[config.mk]
export PLATFORM = sky130hd
export DESIGN_NAME = fp_divider
export DESIGN_NICKNAME = d
export VERILOG_FILES = /design/src/rtl/fp_pkg.sv /design/src/rtl/fp_classify.sv /design/src/rtl/fp_divider.sv
export SDC_FILE = /design/constraint.sdc
export NUM_CORES = 1
export LEC_CHECK = 0
export ABC_CLOCK_PERIOD_IN_PS = 2900
export BUFFER_PORTS_ARGS = -buffer_cell sky130_fd_sc_hd__buf_2
export CAP_MARGIN = 20
export CORE_MARGIN = 2
export CORE_UTILIZATION = 58
export DETAILED_ROUTE_END_ITERATION = 7
export PLACE_DENSITY = 0.78
export SYNTH_ARGS = -nofsm -noshare
export SYNTH_HDL_FRONTEND = slang
export SYNTH_SLANG_ARGS = --single-unit
export TNS_END_PERCENT = 1
[constraint.sdc]
create_clock -name clk -period 2.9 [get_ports clk]
set_clock_uncertainty 0.2 [all_clocks]
set_input_delay 0.145 -clock clk [delete_from_list [all_inputs] [get_ports clk]]
set_output_delay 0.145 -clock clk [all_outputs]
set_load 0.005 [all_outputs]
[src/rtl/fp_pkg.sv]
// Shared binary16 definitions for the floating-point divider and multiplier:
// field widths, exponent bias, canonical constants and the sequencer state type.
package fp_pkg;

    localparam int FP_N     = 16;
    localparam int FP_EXP_W = 5;
    localparam int FP_MAN_W = 10;
    localparam int FP_BIAS  = 15;

    localparam logic [FP_N-1:0] QNAN    = 16'h7E00;
    localparam logic [FP_N-1:0] POS_INF = 16'h7C00;

    typedef enum logic [1:0] {
        IDLE,
        DIVIDE,
        NORM,
        DONE
    } fp_state_t;

endpackage

[src/rtl/fp_classify.sv]
// Combinational operand classifier: splits a sign-less binary16 magnitude into
// zero / subnormal / infinity / NaN flags.
module fp_classify
    import fp_pkg::*;
#(
    parameter int N     = FP_N,
    parameter int EXP_W = FP_EXP_W,
    parameter int MAN_W = FP_MAN_W
) (
    input  logic [N-2:0] mag,
    output logic         is_zero,
    output logic         is_sub,
    output logic         is_inf,
    output logic         is_nan
);

    logic exp_max;
    logic exp_zero;
    logic man_zero;

    assign exp_max  = &mag[N-2 -: EXP_W];
    assign exp_zero = ~|mag[N-2 -: EXP_W];
    assign man_zero = ~|mag[MAN_W-1:0];

    assign is_zero = exp_zero & man_zero;
    assign is_sub  = exp_zero & ~man_zero;
    assign is_inf  = exp_max & man_zero;
    assign is_nan  = exp_max & ~man_zero;

endmodule

[src/rtl/fp_divider.sv]
// Multi-cycle binary16 divider: restoring division of the significands, one
// quotient bit per cycle. Define FP_DIV_RNE_EN for round-to-nearest-even, else truncation.
module fp_divider
    import fp_pkg::*;
#(
    parameter int N     = FP_N,
    parameter int EXP_W = FP_EXP_W,
    parameter int MAN_W = FP_MAN_W
) (
    input  logic         clk,
    input  logic         rst,
    input  logic         in_valid,
    output logic         in_ready,
    input  logic [N-1:0] a,
    input  logic [N-1:0] b,
    output logic         out_valid,
    input  logic         out_ready,
    output logic [N-1:0] result
);

    localparam int SIG_W = MAN_W + 1;
    localparam int Q_W   = MAN_W + 3;
    localparam int EW    = 7;
    localparam logic [3:0]           LAST_BIT = 4'(Q_W - 1);
    localparam logic signed [EW-1:0] BIAS_S   = EW'(FP_BIAS);
    localparam logic signed [EW-1:0] ONE_S    = EW'(1);
    localparam logic signed [EW-1:0] EXP_TOP  = EW'((1 << EXP_W) - 1);
    localparam logic [N-1:0]         NAN_L    = N'(QNAN);
    localparam logic [N-1:0]         INF_L    = N'(POS_INF);

    fp_state_t              state;
    logic [3:0]             cnt;
    logic                   norm_done;
    logic [N-1:0]           a_r;
    logic [N-1:0]           b_r;
    logic [SIG_W:0]         rem;
    logic [Q_W-1:0]         q;
    logic signed [EW-1:0]   exp_r;

    logic za, sa, ia, na;
    logic zb, sb, ib, nb;

    fp_classify #(.N(N), .EXP_W(EXP_W), .MAN_W(MAN_W)) u_class_a (
        .mag(a_r[N-2:0]), .is_zero(za), .is_sub(sa), .is_inf(ia), .is_nan(na)
    );
    fp_classify #(.N(N), .EXP_W(EXP_W), .MAN_W(MAN_W)) u_class_b (
        .mag(b_r[N-2:0]), .is_zero(zb), .is_sub(sb), .is_inf(ib), .is_nan(nb)
    );

    function automatic logic round_inc(input logic lsb, input logic guard, input logic sticky);
`ifdef FP_DIV_RNE_EN
        return guard & (sticky | lsb);
`else
        return 1'b0 & (lsb | guard | sticky);
`endif
    endfunction

    logic           accept;
    logic [SIG_W:0] divisor;
    logic [SIG_W:0] rem_sub;
    logic           rem_ge;

    assign accept  = in_valid && in_ready;
    assign divisor = {2'b01, b_r[MAN_W-1:0]};
    assign rem_ge  = rem >= divisor;
    assign rem_sub = rem_ge ? rem - divisor : rem;

    logic                 sign;
    logic                 zero_a;
    logic                 zero_b;
    logic [MAN_W-1:0]     mant;
    logic                 guard_bit;
    logic                 sticky_bit;
    logic [MAN_W:0]       mant_rnd;
    logic signed [EW-1:0] exp_fin;
    logic [N-1:0]         res_next;

    // Quotient is normalised with its leading 1 at q[Q_W-1] before rounding
    assign sign       = a_r[N-1] ^ b_r[N-1];
    assign zero_a     = za | sa;
    assign zero_b     = zb | sb;
    assign mant       = q[Q_W-2 -: MAN_W];
    assign guard_bit  = q[1];
    assign sticky_bit = q[0] | (|rem);
    assign mant_rnd   = {1'b0, mant} + {{MAN_W{1'b0}}, round_inc(mant[0], guard_bit, sticky_bit)};
    assign exp_fin    = exp_r + $signed({{(EW-1){1'b0}}, mant_rnd[MAN_W]});

    always_comb begin
        res_next = '0;
        if (na || nb || (zero_a && zero_b) || (ia && ib))
            res_next = NAN_L;
        else if (ia || zero_b)
            res_next = {sign, INF_L[N-2:0]};
        else if (zero_a || ib)
            res_next = {sign, {(N-1){1'b0}}};
        else if (exp_fin <= 0)
            res_next = {sign, {(N-1){1'b0}}};
        else if (exp_fin >= EXP_TOP)
            res_next = {sign, INF_L[N-2:0]};
        else
            res_next = {sign, exp_fin[EXP_W-1:0], mant_rnd[MAN_W-1:0]};
    end

    always_ff @(posedge clk) begin
        if (accept) begin
            a_r   <= a;
            b_r   <= b;
            rem   <= {2'b01, a[MAN_W-1:0]};
            q     <= '0;
            exp_r <= $signed(EW'(a[N-2 -: EXP_W])) - $signed(EW'(b[N-2 -: EXP_W])) + BIAS_S;
        end else if (state == DIVIDE) begin
            q   <= {q[Q_W-2:0], rem_ge};
            rem <= rem_sub << 1;
        end else if (state == NORM && !norm_done && !q[Q_W-1]) begin
            q     <= q << 1;
            exp_r <= exp_r - ONE_S;
        end
    end

    // NORM spends one cycle normalising and one cycle rounding
    always_ff @(posedge clk or posedge rst) begin
        if (rst) begin
            state     <= IDLE;
            cnt       <= '0;
            norm_done <= 1'b0;
            in_ready  <= 1'b1;
            out_valid <= 1'b0;
            result    <= '0;
        end else begin
            case (state)
                IDLE: begin
                    if (in_valid) begin
                        state    <= DIVIDE;
                        cnt      <= '0;
                        in_ready <= 1'b0;
                    end
                end
                DIVIDE: begin
                    cnt <= cnt + 4'd1;
                    if (cnt == LAST_BIT) begin
                        state     <= NORM;
                        norm_done <= 1'b0;
                    end
                end
                NORM: begin
                    if (!norm_done) begin
                        norm_done <= 1'b1;
                    end else begin
                        state     <= DONE;
                        out_valid <= 1'b1;
                        result    <= res_next;
                    end
                end
                DONE: begin
                    if (out_ready) begin
                        state     <= IDLE;
                        out_valid <= 1'b0;
                        in_ready  <= 1'b1;
                    end
                end
                default: state <= IDLE;
            endcase
        end
    end

endmodule

# After elaboration in Yosys (flattened, before gate mapping)
# Index checks and enable logic that the tools add are counted.
# classes
n_eq_ne	9
bitwise_logic	11
n_reduce_logical	37
n_mux	28
n_lt_le_gt_ge	3
n_addsub	5
# ops
operator	count
two-way mux 15 bit	4
two-way mux 13 bit	2
two-way mux 7 bit	3
two-way mux 10 bit	2
OR reduction 10 bit	2
two-way mux 16 bit	1
nonzero test 2 bit	7
>= comparator 12 x 11 -> 1 bit	1
two-way mux 11 bit	1
subtractor 11 bit	1
AND reduction 5 bit	2
OR reduction 5 bit	2
bitwise AND 1 bit	8
two-way mux 2 bit	4
inequality test 2 bit, second input constant	4
one-hot mux 2 bit (4 select lines)	1
one-hot mux 4 bit (2 select lines)	1
AND reduction 2 bit	4
adder 6 x 5 -> 7 bit, second input constant	1
>= comparator 7 x 6 -> 1 bit, second input constant	1
less-or-equal comparator 7 x 1 -> 1 bit, second input constant	1
subtractor 7 x 2 -> 7 bit, second input constant	1
zero test 1 bit	6
one-hot mux 1 bit (2 select lines)	3
15 further kinds	30
# word_totals
ff_bits	89
wordCells	105
in_bits	36

# Depth between registers and ports, before layout
# Gate-level depths: netlist (run 1).
# depth
ltp_word	8
depth_mapped	10

# Cells and area by module
# Synthesis (run 1) repeated with hierarchy kept, for this count alone.
# hier_totals
cells_unflattened	445
hier_area_um2	4616.9
# modules_own_cells
mod	cells_each	instances	area_each_um2	seq_area_each_um2
fp_divider	415	1	4461.8	2398.6
fp_classify	15	2	77.6	0.0

# Worst setup path after synthesis (run 1)
# No wires, ideal clock.
# synth_timing
path_kind	register -> register
from	register b_r[0]
to	register rem[5], data pin
period_less_slack_ns	2.530
stages_incl_launch_ff	10
n_path_buf	1
arrival_time_ns	2.194
setup_slack_ns	0.370
cell_sequence	edfxtp_1 -> ha_1 -> fa_1 -> nand2b_1 -> a21oi_1 -> o21ai_1 -> a21o_1 -> clkbuf_1 -> a2111o_1 -> nand3_1
# synth_via
elab_chain_cells	4
# synth_lines
item	line_no	text
from (decl)	fp_divider.sv:35	logic [N-1:0] b_r;
from (signal assigned)	fp_divider.sv:107	b_r <= b;
subtractor 11 bit / >= comparator 12 x 11 -> 1 bit (equally long branches)	fp_divider.sv:66, fp_divider.sv:65	
two-way mux 11 bit *	fp_divider.sv:66	assign rem_sub = rem_ge ? rem - divisor : rem;
two-way mux 10 bit *	fp_divider.sv:111	end else if (state == DIVIDE) begin
two-way mux 10 bit *	fp_divider.sv:105	if (accept) begin
to (signal assigned)	fp_divider.sv:108	rem <= {2'b01, a[MAN_W-1:0]};
to (signal assigned)	fp_divider.sv:113	rem <= rem_sub << 1;
to (decl)	fp_divider.sv:36	logic [SIG_W:0] rem;
# Mark *: on every way between the ends. The rest lies on a longest branch, timed or not. The select of a mux whose other input is x is not followed.
# A chain may end at the register's enable or synchronous reset.

# Final worst setup path (run 1)
# Ends and elaborated chain as after synthesis.

==> results of run 1 <==
## layer usage
metal | track usage, % | wire length [µm] | up-vias
met5 | 0 | 0 | -
met4 | 10.7 | 265 | 0
met3 | 3.82 | 424 | 21
met2 | 39.0 | 4760 | 85
met1 | 31.9 | 4420 | 1721
li1 | - | - | 1783
## synth_stat cells, types with 3 or more instances
cell type  instances  share of area (%)
nor2_1            52                4.3
edfxtp_1          49                 32
nand2_1           36                3.0
inv_1             30                2.5
a21oi_1           26                2.8
dfrtp_1           24                 13
ha_1              24                6.6
o21ai_0           20                2.2
dfxtp_1           15                6.6
nand3_1           15                1.6
mux2i_1           14                3.1
a22o_1            11                2.1
clkbuf_1           9               0.74
xnor2_1            9                1.7
nand2b_1           8                1.1
nand4_1            7               0.96
o21bai_1           6               0.99
nor4_1             5               0.68
o21a_1             5               0.82
a21o_1             4               0.66
a31oi_1            4               0.55
o211ai_1           4               0.66
xor2_1             4               0.77
and3_1             3               0.41
nor3_1             3               0.33
nor3b_1            3               0.49
o31ai_1            3               0.49
## worst paths after layout
path | endpoint | from | slack (ps) | cells after the start
hold reg to reg | q[0] | q[0] | 280 | 2
setup reg to reg | rem[5] | b_r[0] | 210 | 8
min in group clk | b_r[3] | b[3] | 280 | 2
setup / recovery | rem[5] | b_r[0] | 210 | 8
max in group asynchronous | in_ready | rst | 2050 | 4
hold / removal | result[0] | rst | 6 | 3
## state kept, by name (all words and copies together), names as in the netlist
| signal | flops |
|---|---|
| a_r | 16 |
| b_r | 16 |
| cnt | 4 |
| exp_r | 7 |
| in_ready | 1 |
| norm_done | 1 |
| out_valid | 1 |
| q | 13 |
| rem | 12 |
| result | 16 |
| state | 2 |
## worst max-delay path, delay by kind of cell (launching register included)
kind                       cells  cell delay, ps
AOI/OAI and AO/OA              4            1030
adders and majority gates      2             650
DFF                            1             430
and+or+nand+nor                2             250
## metrics by stage
stage               hold slack (ps)  setup WS [ps]  util (%)  instances  power (µW)
finish                         6.47            209      72.3        640        5250
global route                   12.1            112      72.3        640        5630
CTS                             276            219      72.0        639        5240
detailed placement              123            273      64.8        587        4360
global placement                121            345      64.8        587        4260
floorplan                     -28.4            370         -        435        3720
## power breakdown
part / switching (µW) / internal, µW
sequential: 285 / 1850
combinational: 1290 / 985
clock: 508 / 340
## logic make-up (layout without fill, tap and decap cells)
family	Yosys count	after routing
compound gates	104	104
xor+xnor	13	13
fa+ha+maj	26	26
buf+inv	42	145
flops	89	89
mux	14	14
simple gates	147	147
## layout make-up
cell class | instances | area, µm² | share of cell area, %
clock buffer | 9 | 124 | 2.23
clock inverter | 7 | 71.3 | 1.28
inverter | 31 | 116 | 2.09
multi-input combinational | 304 | 2010 | 36.2
sequential | 89 | 2400 | 43.1
tap | 102 | 128 | 2.29
timing repair buffer | 98 | 713 | 12.8
==> flow_summary.ini, run 1 <==
[yosys]
yosysSeqAreaShare_pct = 52.5
synth-adder-area-share_pct = 7.45
yosys_warnings = 0
syn_nets = 497
synth_compound_area_share_pct = 15.4
async_flop_share_pct = 28.1
yosysUniqueCellTypes = 60
synth_flop_cell = edfxtp_1
synth_edf_count = 49
synth_top_family_by_area = simple AND/OR/NAND/NOR gates
yosys-mux-area-fraction_pct = 3.07
ys_ff_latch = 89
synth_xor_area_share_pct = 2.49
synth_area_um2 = 4570
yosys.area_share.simple_pct = 15.6
syn_avg_cell_area_um2 = 10.5
netlist_instances = 435

[global_routing]
grt_pass1_vias = 3431
overflow = 0
grt_util_all_layers_pct = 24.0
grt_pass1_wl_um = 16000
grt_max_degree = 32
antenna_found_initial = 0

[die]
dieArea_um2 = 8600
rows = 32
dieHeight_um = 92.7
initial_core_util_pct = 59.4
fp.dieW_um = 92.7
coreArea_um2 = 7690
ios = 54

[setup_path]
end_kind = register
startpoint_type = register
critical_path_arrival_ps = 2710
critPathKind = reg2reg
crit_slowest_cell = edfxtp_1
cp_cell_sequence = ha_1 -> fa_1 -> nand2b_1 -> a21oi_1 -> o21ai_1 -> a21o_1 -> a2111o_1 -> nand3_1
slowest_delay_ps = 430
required_ps = 2920
crit_fanout = 9

[layout]
layout-drive-gt1-share_pct = 16.4
mostFrequentLayoutCells = 53 x buf_2, 52 x nor2_1, 49 x edfxtp_1
diodes = 0
nFillCells = 582
area_growth_pct = 21.7
final_common_cell = buf_2
stdcell_area_um2 = 5560
fin_nets = 595

[clock_tree]
clock_sinks = 89
cts_made_buffers = 9
cts_max_path_buffers = 2
post_cts_resized = 0
htreeDepth = 3
cts_tree = built
ctsRootBufferMaster = clkbuf_8
postCtsHoldBufs = 36
cts.clk_slew.worst_paths_ps = 100
clk_latency_ps = 360
post_cts_buffers = 0

[routing]
post_drt_wl_per_cell_um = 15.4
drtPass1Iterations = 4
vias = 3610
ant_nets = 0
wl_um = 9880
via_per_inst = 5.64
drt_iter0_drc = 214
drcViolationCount = 0

[placed_design]
dp_hpwl_um = 6970
portBuffers = 53
placed_cell_area_um2 = 4980
gp_congestion = 0.906

[timing]
fmax_mhz = 372
rsz0062_at_grt = false
finalHoldViolCount = 0
tightest_slew_ps = 589
maxSlewHeadroom_pct = 60.7
setup_viol = 0
maxSlewViolCount = 0
layout_worst_path_cycle_share_pct = 92.8
min_period_ps = 2690
setup_tns_ps = 0

[min_path]
hp-class = in2async

[pwr]
power_density_nw_per_um2 = 944
ir_worst_vdd_v = 0.000479
power_leakage_uw = 0.00247

[outcome]
status = finished, final reports clean

[run]
max_cap_viol_count = 0
No activity file was read; power rests on OpenSTA's default activity.
==> run 2, diff against run 1 <==
--- a/config.mk
+++ b/config.mk
@@ -12,6 +12,7 @@
 export CORE_UTILIZATION = 58
 export DETAILED_ROUTE_END_ITERATION = 7
 export PLACE_DENSITY = 0.78
+export RECOVER_POWER = 25
 export SYNTH_ARGS = -nofsm -noshare
 export SYNTH_HDL_FRONTEND = slang
 export SYNTH_SLANG_ARGS = --single-unit
==> flow_summary.ini, run 2 (synthesized netlist as in run 1, its figures left out) <==
[clock_tree]
post_cts_resized = 0
cts_made_buffers = 9
clk_latency_ps = 360
cts_tree = built
ctsRootBufferMaster = clkbuf_8
clock_sinks = 89
htreeDepth = 3
cts_max_path_buffers = 2
cts.clk_slew.worst_paths_ps = 100

[pwr]
p_seq_share_pct = 40.6
power_density_nw_per_um2 = 950
p_int_uw = 3170
comb_power_share_pct = 43.2
p_sw_share_pct = 39.7
p_sw_uw = 2080
ir_worst_vdd_v = 0.000480
clkPwrFrac_pct = 16.2
power_leakage_uw = 0.00243

[setup_path]
critPathKind = reg2reg
crit_fanout = 9
startpoint_type = register
end_kind = register
required_ps = 2920
critical_path_arrival_ps = 2710

[die]
fp.dieW_um = 92.7
dieArea_um2 = 8600
initial_core_util_pct = 59.4
coreArea_um2 = 7690
ios = 54
dieHeight_um = 92.7
rows = 32

[routing]
via_per_inst = 5.65
drt_iter0_drc = 258
post_drt_wl_per_cell_um = 15.5
ant_nets = 0
drcViolationCount = 0
vias = 3614
drtPass1Iterations = 4
wl_um = 9900

[timing]
setup_viol = 0
tightest_slew_ps = 1240
whs_ps = -37.1
rsz0062_at_grt = false
maxSlewHeadroom_pct = 17.2
layout_worst_path_cycle_share_pct = 92.9
min_period_ps = 2690
finalHoldViolCount = 2
maxSlewViolCount = 0
setup_tns_ps = 0
fmax_mhz = 371

[layout]
finalNonFillerCells = 640
area_growth_pct = 21.0
mostFrequentLayoutCells = 52 x nor2_1, 49 x edfxtp_1, 44 x buf_2
top_regs = a_r: 16 flops, b_r: 16 flops, result: 16 flops
final_common_cell = nor2_1
diodes = 0
layout-drive-gt1-share_pct = 14.5
fin_nets = 595

[global_routing]
antenna_found_initial = 0
grt_max_degree = 32
overflow = 0
grt_pass1_vias = 3431
grt_util_all_layers_pct = 24.0
grt_pass1_wl_um = 16000

[min_path]
hp-class = in2async

[placed_design]
dp_cells = 587
gp_congestion = 0.906
portBuffers = 53
dp_hpwl_um = 6970

[outcome]
status = complete, but fails checks
failed_checks = negative hold slack

[run]
max_cap_viol_count = 0
-- run 2: cell count changes in the layout (fill, tap and decap cells not counted) --
cell / before / now
buf_16: 1 / 0
clkbuf_1: 0 / 10
buf_2: 53 / 44
-- run 2: power by group through the flow --
stage          Sequential [µW]  Combinational (µW)  Clock, µW
2_1_floorplan             2080                1640          0
3_3_place_gp              2140                2120          0
3_5_place_dp              2160                2200          0
4_1_cts                   2130                2260        850
5_1_grt                   2180                2550        895
6_report                  2130                2270        851
-- run 2: stage by stage --
| stage | instance area, µm² | setup slack [ps] | power (µW) | utilization (%) |
|---|---|---|---|---|
| after floorplan | 4570 | 370 | 3720 | - |
| after global placement | 4980 | 345 | 4260 | 64.8 |
| after detailed placement | 4980 | 273 | 4360 | 64.8 |
| after CTS | 5530 | 219 | 5240 | 72.0 |
| after global routing | 5530 | 112 | 5620 | 71.9 |
| final | 5530 | 207 | 5250 | 71.9 |
-- run 2: timing repair --
item	in CTS	in global routing
hold buffers	36	0
setup buffers	0	0
hold endpoints to repair	65	0
-- run 2: worst paths after layout --
kind | startpoint | slack (ps) | end | depth (start not counted)
min in group clk | b[3] | 280 | b_r[3] | 2
min reg2reg | q[0] | 290 | q[0] | 2
max reg2reg | b_r[0] | 210 | rem[5] | 8
max in group asynchronous | rst | 1180 | cnt[3] | 4
min | rst | -40 | result[0] | 3
max | b_r[0] | 210 | rem[5] | 8
-- run 2: cell type report --
class                           count  area [µm²]
Sequential cell                    89        2400
Clock inverter                      7        71.3
Tap cell                          102         128
Clock buffer                        9         124
Fill cell                         590        2160
Inverter                           31         116
Timing Repair Buffer               98         678
Multi-Input combinational cell    304        2010
-- run 2: routing by layer --
metal	up-vias	routed length (µm)	GRT usage, %
met1	1726	4500	31.9
met3	21	369	3.82
met5	-	0	0
met2	84	4770	39.0
li1	1783	-	-
met4	0	265	10.7
-- run 2: critical path: stages, from the launching register on --
cell and delay (ps):
edfxtp_1 430, ha_1 240, fa_1 410, nand2b_1 180
a21oi_1 220, o21ai_1 140, a21o_1 270, a2111o_1 400
nand3_1 70
==> run 3, diff against run 2 <==
==> constraint.sdc (replaced) <==
create_clock -name clk -period 2.9 [get_ports clk]
set_clock_uncertainty 0.2 [all_clocks]
set_input_delay 0.29 -clock clk [delete_from_list [all_inputs] [get_ports clk]]
set_output_delay 0.29 -clock clk [all_outputs]
set_load 0.005 [all_outputs]
==> flow_summary.ini, run 3 (synthesized netlist as in run 1, its figures left out) <==
[outcome]
status = finished, final reports clean

[pwr]
p_seq_share_pct = 40.6
comb_power_share_pct = 43.4
ir_worst_vdd_v = 0.000465
p_total_uw = 5250
p_int_uw = 3150
power_density_nw_per_um2 = 957
power_leakage_uw = 0.00238
p_sw_share_pct = 40.1
p_sw_uw = 2110
clkPwrFrac_pct = 16.0

[layout]
area_growth_pct = 20.2
final_common_cell = nor2_1
fin_nets = 592
top_regs = a_r: 16 flops, b_r: 16 flops, result: 16 flops
layout-drive-gt1-share_pct = 12.1
diodes = 0
finalNonFillerCells = 637
mostFrequentLayoutCells = 52 x nor2_1, 49 x edfxtp_1, 36 x nand2_1
nFillCells = 577

[timing]
maxSlewViolCount = 0
whs_ps = 139
rsz0062_at_grt = false
setup_tns_ps = 0
fmax_mhz = 363
tightest_slew_ps = 943
finalHoldViolCount = 0
min_period_ps = 2750
layout_worst_path_cycle_share_pct = 95.0
maxSlewHeadroom_pct = 37.0
fin_ws_ps = 146
setup_viol = 0

[clock_tree]
clk_latency_ps = 370
cts_max_path_buffers = 2
cts_made_buffers = 9
htreeDepth = 3
ctsRootBufferMaster = clkbuf_8
post_cts_resized = 0
cts_tree = built
clock_sinks = 89
post_cts_buffers = 0
cts.clk_slew.worst_paths_ps = 100

[global_routing]
grt_pass1_wl_um = 16300
overflow = 0
grt_max_degree = 32
antenna_found_initial = 0
grt_util_all_layers_pct = 24.5
grt_pass1_vias = 3455

[setup_path]
critPathKind = reg2reg
path_delay_family = compound AO/OA/AOI/OAI gates
slowest_delay_ps = 430
critical_path_buf_inv_count = 0
required_ps = 2810
startpoint_type = register
crit_fanout = 9
crit_slowest_cell = edfxtp_1
end_kind = register
critical_path_arrival_ps = 2660
cp_cell_sequence = ha_1 -> fa_1 -> nand2b_1 -> a21oi_1 -> o21ai_1 -> a21o_1 -> a41oi_1 -> o31ai_1

[routing]
drcViolationCount = 0
ant_nets = 0
via_per_inst = 5.71
vias = 3639
drt_iter0_drc = 224
drtPass1Iterations = 4
wl_um = 9960
post_drt_wl_per_cell_um = 15.6

[placed_design]
place_ws_ps = 208
dp_hpwl_um = 7230
dp_cells = 587
gp_congestion = 0.899
portBuffers = 53

[die]
rows = 32
ios = 54
fp.dieW_um = 92.7
initial_core_util_pct = 59.4
dieHeight_um = 92.7
dieArea_um2 = 8600
coreArea_um2 = 7690

[min_path]
hp-class = in2reg

[run]
max_cap_viol_count = 0
==> run 3: area by class of cell <==
cell class	count	area (µm²)	share of cell area, %
Clock buffer	9	124	2.26
Clock inverter	7	73.8	1.34
Inverter	31	116	2.12
Multi-Input combinational cell	304	2010	36.6
Sequential cell	89	2400	43.7
Tap cell	102	128	2.33
Timing Repair Buffer	95	638	11.6
==> run 3: final timing paths <==
path	start	endpoint	slack (ps)	cells after the start
setup / recovery	b_r[0]	rem[6]	150	8
hold / removal	in_valid	in_ready	140	4
setup reg to reg	b_r[0]	rem[6]	150	8
hold reg to reg	q[0]	q[0]	270	2
max in group asynchronous	rst	cnt[2]	1460	3
min in group asynchronous	rst	result[0]	460	3
==> run 3: power by group through the flow <==
stage	registers [µW]	clock network [µW]	logic, µW
final	2140	839	2280
after global routing	2180	904	2550
after CTS	2130	851	2280
after detailed placement	2160	0	2220
after global placement	2140	0	2130
after floorplan	2080	0	1640
==> run 3: worst register-to-register path: cells and delay by family, from the launching register on <==
family	cells	cell delay [ps]
AO/OA/AOI/OAI	5	1040
adder cells (fa/ha/maj)	2	650
flip-flops	1	430
AND/OR/NAND/NOR	1	180
==> run 3: timing repair <==
item,in CTS,in global routing
hold buffers,34,0
setup endpoints to repair,0,0
endpoints found under the hold margin,57,0
==> run 3: stage by stage <==
step | util (%) | instance area, µm²
floorplan | - | 4570
global placement | 64.8 | 4980
detailed placement | 64.8 | 4980
CTS | 71.8 | 5520
global route | 71.4 | 5490
finish | 71.4 | 5490
==> run 3: layer usage <==
| layer | routed length (µm) | share of wire, % | GRT usage [%] | vias up |
|---|---|---|---|---|
| li1 | - | - | - | 1773 |
| met3 | 488 | 4.9 | 3.25 | 17 |
| met2 | 4800 | 48 | 40.3 | 104 |
| met4 | 227 | 2.3 | 10.3 | 0 |
| met1 | 4450 | 45 | 32.9 | 1745 |
| met5 | 0 | 0 | 0 | - |
